### config.mk
export PLATFORM = sky130hd
export DESIGN_NAME = rob
export DESIGN_NICKNAME = d
export VERILOG_FILES = /design/src/rtl/rob.sv
export SDC_FILE = /design/constraint.sdc
export NUM_CORES = 2
export LEC_CHECK = 0
export CAP_MARGIN = 0
export CORE_MARGIN = 10
export CORE_UTILIZATION = 55
export CTS_CLUSTER_SIZE = 16
export DETAILED_ROUTE_END_ITERATION = 8
export GPL_ROUTABILITY_DRIVEN = 0
export PLACE_DENSITY_LB_ADDON = 0.3
export SETUP_SLACK_MARGIN = 0.2
export SLEW_MARGIN = 20
export SYNTH_ARGS = -nofsm -noshare
export SYNTH_HDL_FRONTEND = slang
export SYNTH_SLANG_ARGS = --single-unit
### constraint.sdc
create_clock -name clk_in -period 35.3 [get_ports clk_in]
set_input_delay 8.825 -clock clk_in [delete_from_list [all_inputs] [get_ports clk_in]]
set_output_delay 8.825 -clock clk_in [all_outputs]
set_load 0.05 [all_outputs]
### src/rtl/rob.sv
`default_nettype none
// ============================================================================
// Module   : rob
// Purpose  : Reorder buffer for the out-of-order RISC-V core. Allocates one
//            entry per issued instruction, captures results broadcast by the
//            reservation station (RS) and load/store buffer (LSB), retires
//            entries in program order and raises a core-wide flush with a
//            redirect PC when a branch or jalr turns out mispredicted.
// Ports    :
//   clk_in, rst_in (async, active high), rdy_in (global enable/freeze)
//   rob_full, tail_id                      - allocation status to decoder
//   to_rob, issue_*                        - issue of one instruction
//   rs_to_rob, rs_dest, rs_value, rs_new_pc- RS write-back
//   lsb_to_rob, lsb_rob_id, lsb_value      - LSB write-back
//   query_{j,k}_id/_ready/_value           - combinational operand lookups
//   commit_reg_en, commit_store, commit_rd, commit_value, commit_rob_id
//                                          - registered retirement outputs
//   clear_all, redirect_pc                 - registered flush pulse + target
// Config   : ROB_BYPASS_EN - when defined, the query ports forward a write-back
//            arriving in the same cycle (RS before LSB).
// Revision : 1.0 - initial release
// ============================================================================
module rob #(
    parameter int ROB_DEPTH  = 8,
    parameter int ROB_ID_BIT = 3
) (
    input  logic                  clk_in,
    input  logic                  rst_in,
    input  logic                  rdy_in,
    output logic                  rob_full,
    output logic [ROB_ID_BIT-1:0] tail_id,
    input  logic                  to_rob,
    input  logic [1:0]            issue_type,
    input  logic [4:0]            issue_rd,
    input  logic                  issue_pred_taken,
    input  logic [31:0]           issue_alt_pc,
    input  logic                  rs_to_rob,
    input  logic [ROB_ID_BIT-1:0] rs_dest,
    input  logic [31:0]           rs_value,
    input  logic [31:0]           rs_new_pc,
    input  logic                  lsb_to_rob,
    input  logic [ROB_ID_BIT-1:0] lsb_rob_id,
    input  logic [31:0]           lsb_value,
    input  logic [ROB_ID_BIT-1:0] query_j_id,
    input  logic [ROB_ID_BIT-1:0] query_k_id,
    output logic                  query_j_ready,
    output logic                  query_k_ready,
    output logic [31:0]           query_j_value,
    output logic [31:0]           query_k_value,
    output logic                  commit_reg_en,
    output logic                  commit_store,
    output logic [4:0]            commit_rd,
    output logic [31:0]           commit_value,
    output logic [ROB_ID_BIT-1:0] commit_rob_id,
    output logic                  clear_all,
    output logic [31:0]           redirect_pc
);

    localparam logic [1:0]            TYPE_REG    = 2'd0;
    localparam logic [1:0]            TYPE_BRANCH = 2'd1;
    localparam logic [1:0]            TYPE_STORE  = 2'd2;
    localparam logic [1:0]            TYPE_JALR   = 2'd3;
    localparam logic [ROB_ID_BIT:0]   FULL_COUNT  = (ROB_ID_BIT+1)'(ROB_DEPTH);
    localparam logic [ROB_ID_BIT:0]   CNT_ONE     = (ROB_ID_BIT+1)'(1);
    localparam logic [ROB_ID_BIT-1:0] ID_ONE      = ROB_ID_BIT'(1);

    // ------------------------------------------------------------------
    // Entry storage and queue pointers
    // ------------------------------------------------------------------
    logic [ROB_DEPTH-1:0]  busy_q,   busy_d;
    logic [ROB_DEPTH-1:0]  ready_q,  ready_d;
    logic [ROB_DEPTH-1:0]  pred_q,   pred_d;
    logic [1:0]            type_q   [ROB_DEPTH];
    logic [1:0]            type_d   [ROB_DEPTH];
    logic [4:0]            rd_q     [ROB_DEPTH];
    logic [4:0]            rd_d     [ROB_DEPTH];
    logic [31:0]           alt_pc_q [ROB_DEPTH];
    logic [31:0]           alt_pc_d [ROB_DEPTH];
    logic [31:0]           value_q  [ROB_DEPTH];
    logic [31:0]           value_d  [ROB_DEPTH];
    logic [31:0]           new_pc_q [ROB_DEPTH];
    logic [31:0]           new_pc_d [ROB_DEPTH];

    logic [ROB_ID_BIT-1:0] head_q,  head_d;
    logic [ROB_ID_BIT-1:0] tail_q,  tail_d;
    logic [ROB_ID_BIT:0]   count_q, count_d;

    // Registered outputs
    logic                  commit_reg_en_q, commit_reg_en_d;
    logic                  commit_store_q,  commit_store_d;
    logic [4:0]            commit_rd_q,     commit_rd_d;
    logic [31:0]           commit_value_q,  commit_value_d;
    logic [ROB_ID_BIT-1:0] commit_rob_id_q, commit_rob_id_d;
    logic                  clear_all_q,     clear_all_d;
    logic [31:0]           redirect_pc_q,   redirect_pc_d;

    logic                  w_commit;
    logic                  w_issue;
    logic                  w_flush;

    // Fullness comes from the registered count only, so a slot freed by a
    // commit this cycle is not handed out until the next cycle.
    assign rob_full = (count_q == FULL_COUNT);
    assign tail_id  = tail_q;
    assign w_issue  = to_rob && !rob_full;
    assign w_commit = (count_q != '0) && busy_q[head_q] && ready_q[head_q];

    // ------------------------------------------------------------------
    // Operand lookups
    // ------------------------------------------------------------------
    always_comb begin
        query_j_ready = busy_q[query_j_id] & ready_q[query_j_id];
        query_j_value = value_q[query_j_id];
        query_k_ready = busy_q[query_k_id] & ready_q[query_k_id];
        query_k_value = value_q[query_k_id];
`ifdef ROB_BYPASS_EN
        // RS is checked last so it wins when both broadcast the same id.
        if (lsb_to_rob && (lsb_rob_id == query_j_id)) begin
            query_j_ready = 1'b1;
            query_j_value = lsb_value;
        end
        if (rs_to_rob && (rs_dest == query_j_id)) begin
            query_j_ready = 1'b1;
            query_j_value = rs_value;
        end
        if (lsb_to_rob && (lsb_rob_id == query_k_id)) begin
            query_k_ready = 1'b1;
            query_k_value = lsb_value;
        end
        if (rs_to_rob && (rs_dest == query_k_id)) begin
            query_k_ready = 1'b1;
            query_k_value = rs_value;
        end
`endif
    end

    // ------------------------------------------------------------------
    // Next-state: commit, flush, write-back, issue
    // ------------------------------------------------------------------
    always_comb begin
        busy_d   = busy_q;
        ready_d  = ready_q;
        pred_d   = pred_q;
        type_d   = type_q;
        rd_d     = rd_q;
        alt_pc_d = alt_pc_q;
        value_d  = value_q;
        new_pc_d = new_pc_q;
        head_d   = head_q;
        tail_d   = tail_q;
        count_d  = count_q;

        commit_reg_en_d = 1'b0;
        commit_store_d  = 1'b0;
        clear_all_d     = 1'b0;
        redirect_pc_d   = '0;
        commit_rd_d     = commit_rd_q;
        commit_value_d  = commit_value_q;
        commit_rob_id_d = commit_rob_id_q;
        w_flush         = 1'b0;

        if (w_commit) begin
            commit_rd_d     = rd_q[head_q];
            commit_value_d  = value_q[head_q];
            commit_rob_id_d = head_q;
            case (type_q[head_q])
                TYPE_REG: begin
                    commit_reg_en_d = (rd_q[head_q] != 5'd0);
                end
                TYPE_STORE: begin
                    commit_store_d = 1'b1;
                end
                TYPE_BRANCH: begin
                    // Resolved direction travels in bit 0 of the result.
                    if (value_q[head_q][0] != pred_q[head_q]) begin
                        w_flush       = 1'b1;
                        redirect_pc_d = alt_pc_q[head_q];
                    end
                end
                default: begin
                    // jalr: value is the link address, alt_pc the predicted target
                    commit_reg_en_d = (rd_q[head_q] != 5'd0);
                    if (new_pc_q[head_q] != alt_pc_q[head_q]) begin
                        w_flush       = 1'b1;
                        redirect_pc_d = new_pc_q[head_q];
                    end
                end
            endcase
        end

        if (w_flush) begin
            // Everything younger than the mispredicted instruction is wrong-path;
            // this cycle's issue and write-backs are dropped with it.
            clear_all_d = 1'b1;
            busy_d      = '0;
            ready_d     = '0;
            head_d      = '0;
            tail_d      = '0;
            count_d     = '0;
        end else begin
            if (lsb_to_rob && busy_q[lsb_rob_id]) begin
                ready_d[lsb_rob_id] = 1'b1;
                value_d[lsb_rob_id] = lsb_value;
            end
            if (rs_to_rob && busy_q[rs_dest]) begin
                ready_d[rs_dest]  = 1'b1;
                value_d[rs_dest]  = rs_value;
                new_pc_d[rs_dest] = rs_new_pc;
            end

            if (w_commit) begin
                busy_d[head_q] = 1'b0;
                head_d         = head_q + ID_ONE;
            end

            // The tail slot is never busy unless the buffer is full, in which
            // case no issue is accepted, so it cannot collide with a write-back.
            if (w_issue) begin
                busy_d[tail_q]   = 1'b1;
                ready_d[tail_q]  = 1'b0;
                type_d[tail_q]   = issue_type;
                rd_d[tail_q]     = issue_rd;
                pred_d[tail_q]   = issue_pred_taken;
                alt_pc_d[tail_q] = issue_alt_pc;
                tail_d           = tail_q + ID_ONE;
            end

            if (w_issue && !w_commit) begin
                count_d = count_q + CNT_ONE;
            end else if (!w_issue && w_commit) begin
                count_d = count_q - CNT_ONE;
            end
        end
    end

    // ------------------------------------------------------------------
    // State registers; rdy_in low freezes everything
    // ------------------------------------------------------------------
    always_ff @(posedge clk_in or posedge rst_in) begin
        if (rst_in) begin
            busy_q          <= '0;
            ready_q         <= '0;
            pred_q          <= '0;
            for (int i = 0; i < ROB_DEPTH; i++) begin
                type_q[i]   <= '0;
                rd_q[i]     <= '0;
                alt_pc_q[i] <= '0;
                value_q[i]  <= '0;
                new_pc_q[i] <= '0;
            end
            head_q          <= '0;
            tail_q          <= '0;
            count_q         <= '0;
            commit_reg_en_q <= 1'b0;
            commit_store_q  <= 1'b0;
            commit_rd_q     <= '0;
            commit_value_q  <= '0;
            commit_rob_id_q <= '0;
            clear_all_q     <= 1'b0;
            redirect_pc_q   <= '0;
        end else if (rdy_in) begin
            busy_q          <= busy_d;
            ready_q         <= ready_d;
            pred_q          <= pred_d;
            type_q          <= type_d;
            rd_q            <= rd_d;
            alt_pc_q        <= alt_pc_d;
            value_q         <= value_d;
            new_pc_q        <= new_pc_d;
            head_q          <= head_d;
            tail_q          <= tail_d;
            count_q         <= count_d;
            commit_reg_en_q <= commit_reg_en_d;
            commit_store_q  <= commit_store_d;
            commit_rd_q     <= commit_rd_d;
            commit_value_q  <= commit_value_d;
            commit_rob_id_q <= commit_rob_id_d;
            clear_all_q     <= clear_all_d;
            redirect_pc_q   <= redirect_pc_d;
        end
    end

    assign commit_reg_en = commit_reg_en_q;
    assign commit_store  = commit_store_q;
    assign commit_rd     = commit_rd_q;
    assign commit_value  = commit_value_q;
    assign commit_rob_id = commit_rob_id_q;
    assign clear_all     = clear_all_q;
    assign redirect_pc   = redirect_pc_q;

endmodule
`default_nettype wire

==> results.md <==
* I/O Buffers at 298
* P_leak at roughly 23 nW
* I/O pins at around 300
* Path type of the worst setup path: in2out
* Yosys warning total at 0
* Layout cells sized above 1 at 0.325
* Power share of the clock group at 0.189
* Switching power at approximately 2.2 mW
* Row cnt at between 100 and 150
* Drt pass-1 iters at 9
* # DRC at 0
* Vias at 36300
* Switching share of total power at 0.402
* Cts hold-fix bufs at 0
* Die X at 319 µm
* H-tree depth at 3
* Critical path required time at around 26 ns
* Critical path startpoint category: input pin
* R2r startpoint: head_q[2]$_DFFE_PP0P_
* Crit. End Element: output pin
* All-layer global routing usage at 0.313
* Met2 Resource Use GR at 0.485
* FF+latch count, synth at 933
* Number of synthesized flops with an enable pin at 0
* CP Launch Point: query_k_id[0]
* Final Cycle Share at 0.582
* RSZ-0062 raised after global routing: false
* Min Tclk post-route at 20.56 ns
* First-pass GRT wire length at around 240000 µm
* Max Cap Viol at 0
* FFs w/ async S/R, synth at 1.00
* Power Total at between 5 and 6 mW
* Vias per cell at about 7.2
* Reg-to-Reg End: value_q[100]$_DFFE_PP0P_
* Starting Density at 0.555
* Synthesized instance count at 3670
* Data arrival, critical path at around 12 ns
* Sink Count at 933
* Status: completed
* Busiest layer in global routing: met2
* Slew HR at 0.179
* Final setup vio count at 0
* Syn avg cell area at 13.4 µm²
* Clk slew on worst S/H paths at 0.06 ns
* Overflow after GRT at 0
* R2R Setup Slk at 26.33 ns
* Slew Viols, Final at 0
* Unique masters post-synth at 69
* Post_cts resized at 0
* Setup_tns at 0 ns
* Clock Skew at 0.0322 ns
* Vias in the first global route at 36900
* R2r worst-path depth at 18
* CTS max path bufs at 3
* Pwr dens at 99.3 nW/µm²
* # Post-CTS Setup Buffers at 0
* Die ar. at approximately 100000 µm²
* Die Span Y at 319 µm
* Nets at 3934
* Initial antenna violation count at 28
* Worst Hold Class: reg2reg
* Number of DRC markers in iteration 0 at 4733
* Cts bufs inserted at 99
* Largest net degree at the start of global routing at 163
* Tightest Pin Transition at around 1.2 ns
* CTS tree: yes
* Pint at 3.33 mW
* ANT nets after route at 0
* Synthesized Nets at 3832
* Worst skew pair latency at 0.68 ns
* Comb power frac at 0.453
* Met1 usage at 0.403
* Worst-path maximum fanout at 36
* Core ar. at 88500 µm²
* Layout area overhead at 14.1%
* Fillers at 6667
* Drt wl/cell at 32.4 µm
* IR drop worst, VDD at about 0.10 mV
* Clk root buf: clkbuf_16
* Worst Setup EP: query_k_value[12]
* Hpwl dp at between 90000 and 100000 µm
* GR Util met3 at 0.0965
* Primary FF master, synth: dfrtp_1
* Sequential share of the synthesized area at 0.475
* WL final at 163000 µm
* FMAX at 0.0486 GHz
* Flop pwr share at 0.359
* Synthesized area at ~49000 µm²
* Endpoints failing hold at 0
-- worst max-delay path, cell delays in order --
cell,delay (ns)
buf_4,0.52
buf_4,0.69
mux4_2,0.58
mux2_2,0.32
clkdlybuf4s50_1,0.72
-- metal layers --
metal / routed length, µm / part of all wire
met4: 7720 / 0.047
met5: 145 / 0.00089
met2: 74900 / 0.46
met1: 61700 / 0.38
met3: 18500 / 0.11
-- flip-flops by register name, summed over array words and instances (netlist names), 4 cells and up --
register / flops
rd_q: 40
type_q: 16
ready_q: 8
busy_q: 8
pred_q: 8
commit_rd: 5
commit_value: 32
count_q: 4
redirect_pc: 32
value_q: 256
alt_pc_q: 256
new_pc_q: 256
-- synthesized netlist by cell type, drive strengths merged, types with 3 or more instances --
library cell,count,area share
a31oi,16,0.0022
or3,4,0.00051
a31o,3,0.00053
xor2,62,0.011
nor2,83,0.0063
a22o,18,0.0032
and2,6,0.00076
a21o,10,0.0015
a32o,9,0.0018
xnor2,69,0.012
a222oi,13,0.0026
mux2i,68,0.014
clkbuf,145,0.011
nand2,87,0.0066
o211ai,10,0.0015
nand2b,13,0.0017
a21boi,5,0.00076
nand4,11,0.0014
o21a,10,0.0015
nor4,4,0.00076
a2bb2oi,256,0.046
a22oi,37,0.0057
o2bb2ai,36,0.0064
o21ai,33,0.0034
dfrtp,933,0.48
nor3,20,0.0020
or3b,4,0.00071
a21oi,92,0.010
o41ai,3,0.00053
mux2,677,0.16
and3,10,0.0013
nand3,28,0.0029
o22ai,270,0.034
mux4,284,0.13
buf,241,0.023
a211oi,8,0.0021
nor2b,7,0.00089
ha,7,0.0018
a41oi,7,0.0012
nand3b,4,0.00061
a221oi,31,0.0070
inv,14,0.0011
o221ai,4,0.00071
-- metrics by stage --
step / instance area [µm²] / setup WS [ns] / instances / hold WS [ns] / util
global route: 56100 / 14.58 / 5017 / 0.508 / 0.633
detailed placement: 52800 / 14.72 / 4836 / 0.471 / 0.596
finish: 56100 / 14.74 / 5027 / 0.484 / 0.634
global placement: 52800 / 14.77 / 4836 / 0.464 / 0.596
floorplan: 49100 / 0.239 / 3670 / 0.452 / -
CTS: 56000 / 14.72 / 5011 / 0.485 / 0.633
-- worst min-delay path by stage --
stage / from / end / slack (ns) / depth (start not counted)
after detailed placement: new_pc_q[209]$_DFFE_PP0P_ / new_pc_q[209]$_DFFE_PP0P_ / 0.47 / 1
after global placement: new_pc_q[209]$_DFFE_PP0P_ / new_pc_q[209]$_DFFE_PP0P_ / 0.46 / 1
final: redirect_pc[5]$_DFFE_PP0P_ / redirect_pc[5]$_DFFE_PP0P_ / 0.48 / 1
after CTS: new_pc_q[209]$_DFFE_PP0P_ / new_pc_q[209]$_DFFE_PP0P_ / 0.48 / 1
after global routing: redirect_pc[4]$_DFFE_PP0P_ / redirect_pc[4]$_DFFE_PP0P_ / 0.51 / 1
after floorplan: pred_q[7]$_DFFE_PP0P_ / pred_q[7]$_DFFE_PP0P_ / 0.45 / 1
-- power by group through the flow --
stage          registers [mW]  logic, mW  clock network [mW]
6_report                 2.00       2.52                1.05
2_1_floorplan            1.90       1.77                   0
5_1_grt                  2.04       2.66                1.10
3_3_place_gp             1.96       2.44                   0
3_5_place_dp             1.98       2.49                   0
4_1_cts                  1.97       2.51                1.06
-- layout by cell type, fill, tap and decap left out, drive strengths merged, types with 11 or more instances in the layout --
master and instances:
a21oi 92, a221oi 31, a222oi 13, a22o 18, a22oi 37, a2bb2oi 256, a31oi 16, buf 96
clkbuf 143, clkdlybuf4s50 291, clkinv 22, dfrtp 933, diode 16, inv 17, mux2 677, mux2i 68
mux4 284, nand2 87, nand2b 13, nand3 28, nand4 11, nor2 83, nor3 20, o21ai 33
o22ai 270, o2bb2ai 36, xnor2 69, xor2 62
-- area by class of cell --
type	count	area, µm²	area share
Clock buffer	143	2910	0.0518
Antenna cell	16	40.0	0.000714
Sequential cell	933	23400	0.417
Tap cell	1165	1460	0.0260
Clock inverter	32	339	0.00605
Multi-Input combinational cell	2335	24200	0.432
Inverter	16	68.8	0.00123
Timing Repair Buffer	387	3660	0.0652
-- cell families after synthesis --
kind of cell | after synthesis | synth area share
AOI/OAI and AO/OA | 880 | 0.135
xor gates and xnor gates | 131 | 0.0234
adders and majority gates | 8 | 0.00219
buffers and inverters | 402 | 0.0356
DFF | 933 | 0.475
muxes | 1029 | 0.302
and+or+nand+nor | 287 | 0.0274
No activity file was read; power rests on OpenSTA's default activity.
